$ cat src/rtl/fetch_unit.sv
// Instruction fetch stage: issues word-aligned reads to instruction memory,
// fills the IF/ID register one instruction per cycle, and parks a returned
// word in a one-entry skid buffer when decode stalls. Taken branches redirect
// fetch and squash whatever is in flight.
module fetch_unit #(
  parameter logic [31:0] RESET_PC = 32'h0000_0000
) (
  input  logic        clk,
  input  logic        rst,
  output logic        imem_req,
  output logic [31:0] imem_addr,
  input  logic [31:0] imem_rdata,
  input  logic        imem_ready,
  input  logic        stall,
  input  logic        branch_taken,
  input  logic [31:0] branch_target,
  output logic [31:0] if_instr,
  output logic [3:0]  if_opcode,
  output logic [31:0] if_pc,
  output logic        if_valid
);

  typedef enum logic [1:0] {
    START = 2'd0,
    FETCH = 2'd1,
    HOLD  = 2'd2
  } state_t;

  state_t      state, state_next;
  logic [31:0] pc, pc_next;
  logic [31:0] skid_instr, skid_instr_next;
  logic [31:0] skid_pc, skid_pc_next;
  logic        skid_valid, skid_valid_next;
  logic [31:0] if_instr_next, if_pc_next;
  logic        if_valid_next;
  logic [31:0] pc_plus4;
  logic [31:0] redirect_pc;

  // Natural 32-bit wrap: 32'hFFFF_FFFC + 4 rolls over to zero.
  assign pc_plus4    = pc + 32'd4;
  // Low two target bits are dropped so every fetch stays word-aligned.
  assign redirect_pc = branch_target & ~32'h0000_0003;

  // Memory is only asked for data in FETCH; the address is the live pc.
  assign imem_req  = (state == FETCH);
  assign imem_addr = pc;

  // A bubble carries instr=0, which decodes as the NOP opcode.
  assign if_opcode = if_instr[31:28];

  // Next-state and datapath selection; branch redirect outranks everything.
  always_comb begin
    // NOTE: every signal gets its hold value first so no path leaves it
    // unassigned, which would otherwise infer a latch.
    state_next      = state;
    pc_next         = pc;
    skid_instr_next = skid_instr;
    skid_pc_next    = skid_pc;
    skid_valid_next = skid_valid;
    if_instr_next   = if_instr;
    if_pc_next      = if_pc;
    if_valid_next   = if_valid;

    if (state != START && branch_taken) begin
      // Squash: drop the skid entry, ignore same-cycle read data, and
      // restart fetching at the target next cycle.
      pc_next         = redirect_pc;
      skid_valid_next = 1'b0;
      if_instr_next   = 32'h0;
      if_valid_next   = 1'b0;
      state_next      = FETCH;
    end else begin
      case (state)
        START: begin
          state_next = FETCH;
        end

        FETCH: begin
          if (imem_ready) begin
            pc_next = pc_plus4;
            if (stall) begin
              // Decode is busy: park the word and stop requesting.
              skid_instr_next = imem_rdata;
              skid_pc_next    = pc;
              skid_valid_next = 1'b1;
              state_next      = HOLD;
            end else begin
              if_instr_next = imem_rdata;
              if_pc_next    = pc;
              if_valid_next = 1'b1;
            end
          end else if (!stall) begin
            // Memory wait: hand decode a bubble, keep if_pc as it was.
            if_instr_next = 32'h0;
            if_valid_next = 1'b0;
          end
        end

        HOLD: begin
          if (!stall) begin
            // Drain the parked word into IF/ID and resume fetching.
            if_instr_next   = skid_instr;
            if_pc_next      = skid_pc;
            if_valid_next   = skid_valid;
            skid_valid_next = 1'b0;
            state_next      = FETCH;
          end
        end

        default: begin
          state_next = START;
        end
      endcase
    end
  end

  // State and datapath registers with asynchronous reset.
  always_ff @(posedge clk or posedge rst) begin
    if (rst) begin
      state      <= START;
      pc         <= RESET_PC;
      skid_instr <= 32'h0;
      skid_pc    <= 32'h0;
      skid_valid <= 1'b0;
      if_instr   <= 32'h0;
      if_pc      <= 32'h0;
      if_valid   <= 1'b0;
    end else begin
      // NOTE: non-blocking assignments so every register samples the
      // pre-edge values, independent of statement order.
      state      <= state_next;
      pc         <= pc_next;
      skid_instr <= skid_instr_next;
      skid_pc    <= skid_pc_next;
      skid_valid <= skid_valid_next;
      if_instr   <= if_instr_next;
      if_pc      <= if_pc_next;
      if_valid   <= if_valid_next;
    end
  end

endmodule

$ cat config.mk
export PLATFORM = sky130hd
export DESIGN_NAME = fetch_unit
export DESIGN_NICKNAME = d
export VERILOG_FILES = /design/src/rtl/fetch_unit.sv
export SDC_FILE = /design/constraint.sdc
export NUM_CORES = 1
export LEC_CHECK = 0
export CAP_MARGIN = 20
export CORE_AREA = 2 2 172 90
export CTS_CLUSTER_DIAMETER = 150
export DETAILED_ROUTE_END_ITERATION = 8
export DIE_AREA = 0 0 174 92
export DONT_BUFFER_PORTS = 1
export PLACE_DENSITY = 0.69
export SYNTH_ARGS = -nofsm -noshare
export SYNTH_HDL_FRONTEND = slang
export SYNTH_SLANG_ARGS = --single-unit
$ cat constraint.sdc
create_clock -name clk -period 12.7 [get_ports clk]
set_input_delay 1.27 -clock clk [delete_from_list [all_inputs] [get_ports clk]]
set_output_delay 1.27 -clock clk [all_outputs]
set_load 0.02 [all_outputs]
==> flow_summary.json, run 1 <==
{
  "hold_class": "reg -> reg",
  "synth_area_um2": 7780,
  "rsz0062_at_grt": "false",
  "grt_pass1_wl_um": 30100,
  "yosysTopAreaCell": "dfrtp_1",
  "post-cts-setup-buffer-count": 0,
  "start_util_pct": 52.8,
  "synth_ff_type": "dfrtp_1",
  "status": "complete, no violations",
  "detail-route-antenna-nets": 0,
  "netlist-cell-type-count": 60,
  "cts.clk_slew.worst_paths_ns": 0.06,
  "worstPathMaxFanout": 41,
  "cp.required_ns": 12.99,
  "ys_seq_elements": 158,
  "worstSetupEndpointType": "flip-flop",
  "worst_pin_slew_ns": 0.983,
  "grt_overflow_total": 0,
  "ir_worst_vdd_uv": 158,
  "critPathKind": "reg -> reg",
  "synth_common_cells": "158 x dfrtp_1, 118 x nand2_1, 66 x a21oi_1, 56 x mux2_2, 56 x nor2_1",
  "nNetsFinal": 800,
  "share_seq_of_total_power_pct": 49.0,
  "yosysWarnings": 0,
  "drtIter0Drc": 617,
  "seq_area_frac_synth_pct": 50.8,
  "synth_edf_count": 0,
  "routed_via_density": 5.99,
  "gp_congestion": 0.788,
  "coreArea_um2": 14700,
  "post_cts_resized": 0,
  "syn_to_final_growth_pct": 7.22,
  "antenna_cells": 0,
  "fin_setup_tns_ns": 0,
  "p_comb_share_pct": 29.2,
  "synthArstFlopShare_pct": 100,
  "max_freq_ghz": 0.328,
  "clockBufferDepth": 2,
  "reg2reg_from": "state[1]",
  "die_w_um": 174,
  "min_from": "skid_pc[12]",
  "swShare_pct": 43.5,
  "clock_sinks": 158,
  "drv_slew": 0,
  "port_buffers": 0,
  "power.density_nw_per_um2": 286,
  "hpwl_um": 12200,
  "io_pins": 171,
  "cts_tree": "yes",
  "vias": 5645,
  "route.detailed.drc": 0,
  "syn_avg_cell_area_um2": 10.2,
  "drive_gt1_share_pct": 15.4,
  "post-route-period-util_pct": 24.0,
  "maxCapViolCount": 0,
  "track_usage_pct": 23.9,
  "p_int_mw": 1.35,
  "p_leak_nw": 3.44,
  "hold_violations": 0,
  "relSlewSlack_pct": 34.4,
  "synthCells": 766,
  "hold_end": "skid_pc[12]",
  "p_sw_mw": 1.04,
  "setup_violations": 0,
  "grt_max_degree": 81,
  "firstDrtPassIters": 5,
  "synth_top_area_share_pct": 50.8,
  "cts_inserted_buffers": 17,
  "hold_depth": 1,
  "rows": 32,
  "ys_top_cells_by_area": "dfrtp_1 51%, mux2_2 8.1%, nand2_1 5.7%",
  "post-route-util_pct": 56.6,
  "cts_root_buf": "clkbuf_16",
  "dieArea_um2": 16000,
  "cp.arrival_ns": 3.33,
  "clock_latency_ns": 0.41,
  "cp-start-kind": "flip-flop",
  "drt-wirelength-per-cell_um": 19.7,
  "yosys.cell_count.top_type": "dfrtp_1",
  "r2r_slack_ns": 9.66,
  "reg2reg_to": "skid_pc[11]",
  "wirelength_um": 18600,
  "fin_crit_ns": 3.04,
  "skew_ns": 0.0156,
  "die_y_um": 92,
  "ctsHoldBuffers": 0,
  "pwr-share-clk_pct": 21.7,
  "h-tree-depth": 4,
  "grt_pass1_vias": 5706,
  "ff2ff_path_depth": 6,
  "antenna_found_initial": 0
}
-- power groups by stage --
stage / logic [mW] / registers (mW) / clock network [mW]
final: 0.697 / 1.17 / 0.518
after global routing: 0.785 / 1.21 / 0.549
after CTS: 0.698 / 1.17 / 0.528
after detailed placement: 0.696 / 1.18 / 0
after global placement: 0.659 / 1.16 / 0
after floorplan: 0.640 / 1.07 / 0
-- sequential cells by signal (all words and copies together), names as in the netlist --
name / flops
skid_instr: 32
if_valid: 1
if_instr: 32
skid_pc: 30
skid_valid: 1
state: 2
imem_addr: 30
if_pc: 30
-- worst max path at each step --
stage	start	cells past startpoint	to
floorplan	rst	1	if_instr[0]
global placement	stall	4	skid_instr[31]
detailed placement	stall	4	skid_instr[23]
CTS	state[1]	6	skid_instr[23]
global route	state[1]	6	skid_pc[2]
finish	state[1]	6	skid_pc[11]
-- layer usage --
metal / track usage, % / vias up / wire length (um)
li1: - / 2638 / -
met1: 32.5 / 2782 / 8630
met2: 35.7 / 203 / 8160
met3: 9.04 / 22 / 1570
met4: 7.28 / 0 / 211
met5: 0 / - / 0
-- kinds of logic after synthesis --
family	share of synthesized area, %
AOI/OAI and AO/OA	15.5
adders and majority gates	0.644
buffers and inverters	5.78
DFF	50.8
muxes	12.8
other	0.0482
and+or+nand+nor	14.4
-- metrics by stage --
stage	power [mW]	hold WS, ns	instance area (um2)	setup slack (ns)	std cells
floorplan	1.71	0.458	7790	7.17	769
global placement	1.82	0.467	7720	9.58	911
detailed placement	1.87	0.480	7720	9.50	911
CTS	2.39	0.495	8310	9.67	941
global route	2.54	0.503	8340	9.46	942
finish	2.38	0.489	8340	9.66	942
-- critical path, cell delays in order, from the launching register on --
cell     delay (ns)
dfrtp_1        0.48
inv_1          0.15
ha_1           0.41
nand3_1        0.22
nor2_4         0.60
buf_4          0.60
mux2_2         0.40
-- layout by cell type, fill, tap and decap left out, drive strengths merged, types with 4 or more instances in the layout --
cell type  count
nand4          9
conb           4
nor3           8
clkbuf        18
inv            8
a21oi         67
nand3         19
ha             4
clkinvlp       4
mux2          62
o22ai         14
o21ai         46
and2           5
mux2i         30
o22a           4
buf            9
nor2b          6
a2bb2oi        8
dfrtp        158
nand2        118
and3           8
nor2          57
a31oi          4
o31ai         35
-- cell type report --
| cell class | instances | area, um2 |
|---|---|---|
| flip-flops and latches | 158 | 3950 |
| inverters | 4 | 20.0 |
| repair buffers | 9 | 87.6 |
| clock inverters | 12 | 160 |
| well taps | 204 | 255 |
| clock buffers | 18 | 429 |
| fillers | 1265 | 6400 |
| multi-input cells | 537 | 3430 |
No activity file was read; power rests on OpenSTA's default activity.
==> inputs of run 2 (changes only) <==
--- a/config.mk
+++ b/config.mk
@@ -11,7 +11,7 @@
 export DETAILED_ROUTE_END_ITERATION = 8
 export DIE_AREA = 0 0 174 92
 export DONT_BUFFER_PORTS = 1
-export PLACE_DENSITY = 0.69
+export PLACE_DENSITY = 0.72
 export SYNTH_ARGS = -nofsm -noshare
 export SYNTH_HDL_FRONTEND = slang
 export SYNTH_SLANG_ARGS = --single-unit
==> constraint.sdc (replaced) <==
create_clock -name clk -period 2.7 [get_ports clk]
set_input_delay 0.27 -clock clk [delete_from_list [all_inputs] [get_ports clk]]
set_output_delay 0.27 -clock clk [all_outputs]
set_load 0.02 [all_outputs]
==> flow_summary.json, run 2 (synthesis results as in run 1) <==
{
  "status": "finished, violations left",
  "violations": "hold timing",
  "reg2reg_to": "skid_instr[31]",
  "grt_overflow_total": 0,
  "gp_congestion": 0.835,
  "p_leak_nw": 3.60,
  "post-route-util_pct": 59.0,
  "max_stage_delay_ns": 0.50,
  "cp.required_ns": 2.98,
  "clock_latency_ns": 0.41,
  "cts_inserted_buffers": 17,
  "rsz0062_at_grt": "false",
  "post-route-period-util_pct": 84.8,
  "crit_family": "buffers and inverters",
  "grt_pass1_vias": 5844,
  "cp-start-kind": "flip-flop",
  "wirelength_um": 19200,
  "drv_slew": 0,
  "cts_root_buf": "clkbuf_16",
  "drive_gt1_share_pct": 15.6,
  "multi_input_area_um2": 3430,
  "fillCellCount": 1253,
  "grt_pass1_wl_um": 31100,
  "vias": 5879,
  "relSlewSlack_pct": 35.7,
  "max_freq_ghz": 0.437,
  "nNetsFinal": 834,
  "hpwl_um": 12700,
  "hold_class": "in -> async",
  "cp_cell_sequence": "inv_1 -> ha_1 -> nand3_1 -> nor2_4 -> buf_4 -> mux2_2",
  "track_usage_pct": 24.5,
  "antenna_found_initial": 0,
  "syn_to_final_growth_pct": 11.8,
  "detail-route-antenna-nets": 0,
  "grt_max_degree": 159,
  "start_util_pct": 52.8,
  "cp_slowest_cell": "dfrtp_1",
  "worstPathMaxFanout": 25,
  "post_cts_resized": 0,
  "die_w_um": 174,
  "dieArea_um2": 16000,
  "antenna_cells": 0,
  "skew_ns": 0.0138,
  "rows": 32,
  "final_common_cell": "dfrtp_1",
  "route.detailed.drc": 0,
  "worstSetupEndpointType": "flip-flop",
  "setup_violations": 0,
  "cts_tree": "yes",
  "cp.arrival_ns": 2.58,
  "drtIter0Drc": 547,
  "path_buf_inv": 2,
  "clockBufferDepth": 2,
  "h-tree-depth": 4,
  "whs_ns": -0.101,
  "regArea_um2": 3950,
  "fin_setup_tns_ns": 0,
  "clock_sinks": 158,
  "power.density_nw_per_um2": 1300,
  "drt-wirelength-per-cell_um": 19.6,
  "reg2reg_from": "state[1]",
  "final_area_um2": 8690,
  "routed_via_density": 6.01,
  "r2r_slack_ns": 0.41,
  "placed_area_um2": 7830,
  "maxCapViolCount": 0,
  "worst_pin_slew_ns": 0.965,
  "fin_crit_ns": 2.29,
  "firstDrtPassIters": 5,
  "ff2ff_path_depth": 6,
  "cts.clk_slew.worst_paths_ns": 0.07,
  "port_buffers": 0,
  "die_y_um": 92,
  "layout_common_cells": "158 x dfrtp_1, 118 x nand2_1, 66 x a21oi_1, 56 x nor2_1, 56 x mux2_2",
  "fin_cells": 978,
  "hold_violations": 45,
  "ir_worst_vdd_uv": 586,
  "place_inst": 917,
  "coreArea_um2": 14700,
  "critPathKind": "reg -> reg",
  "largestRegisters": "if_instr (32), skid_instr (32)",
  "io_pins": 171
}
-- run 2: changes by cell type in the layout (fill, tap and decap cells not counted), moves of 2 or more --
cell | before | now
dlygate4sd3_1 | 0 | 29
clkinvlp_4 | 4 | 2
buf_12 | 0 | 5
bufinv_16 | 3 | 1
clkinv_4 | 0 | 3
inv_8 | 0 | 3
-- run 2: how the worst max path moves through the flow --
stage                        start  cells after the start  slack (ns)              to
after CTS                 state[1]                      6        0.41  skid_instr[20]
after detailed placement  state[1]                      6        0.45  skid_instr[20]
after global routing      state[1]                      6        0.29  skid_instr[20]
after floorplan                rst                      1        0.43     if_instr[0]
after global placement    state[1]                      6        0.50  skid_instr[31]
final                     state[1]                      6        0.41  skid_instr[31]
-- run 2: layout make-up --
class,instances,share of cell area [%]
multi-input combinational,537,39.5
timing repair buffer,43,5.27
clock inverter,14,1.68
tap,204,2.94
clock buffer,18,4.94
sequential,158,45.5
inverter,4,0.216
-- run 2: what timing repair did --
action | CTS | global route
setup buffers | 0 | 0
hold endpoints to repair | 21 | 8
hold buffers | 21 | 8
endpoints found under the setup margin | 0 | 0
-- run 2: stage by stage --
| stage | hold WS, ns | power, mW | setup slack (ns) |
|---|---|---|---|
| final | -0.101 | 11.3 | 0.410 |
| after global routing | 0.0000863 | 12.1 | 0.287 |
| after CTS | 0.000139 | 11.4 | 0.410 |
| after detailed placement | 0.411 | 8.95 | 0.450 |
| after global placement | 0.406 | 8.66 | 0.501 |
| after floorplan | 0.403 | 8.04 | 0.429 |
-- run 2: metal layers --
layer	up-vias	global-route usage, %	wire length (um)
met1	2930	34.4	8950
met2	225	37.6	8560
met3	14	7.05	1490
met4	0	6.58	189
li1	2710	-	-
met5	-	0	0
-- run 2: report_power, final --
group	switching [mW]	leakage [nW]	internal (mW)
logic	1.97	1.40	1.49
registers	2.00	1.92	3.51
clock network	1.04	0.282	1.31
-- run 2: worst register-to-register path: cells and delay by family (launching register included) --
family                     cells  cell delay (ns)
DFF                            1             0.50
muxes                          1             0.40
buffers and inverters          2             0.51
adders and majority gates      1             0.39
and+or+nand+nor                2             0.37
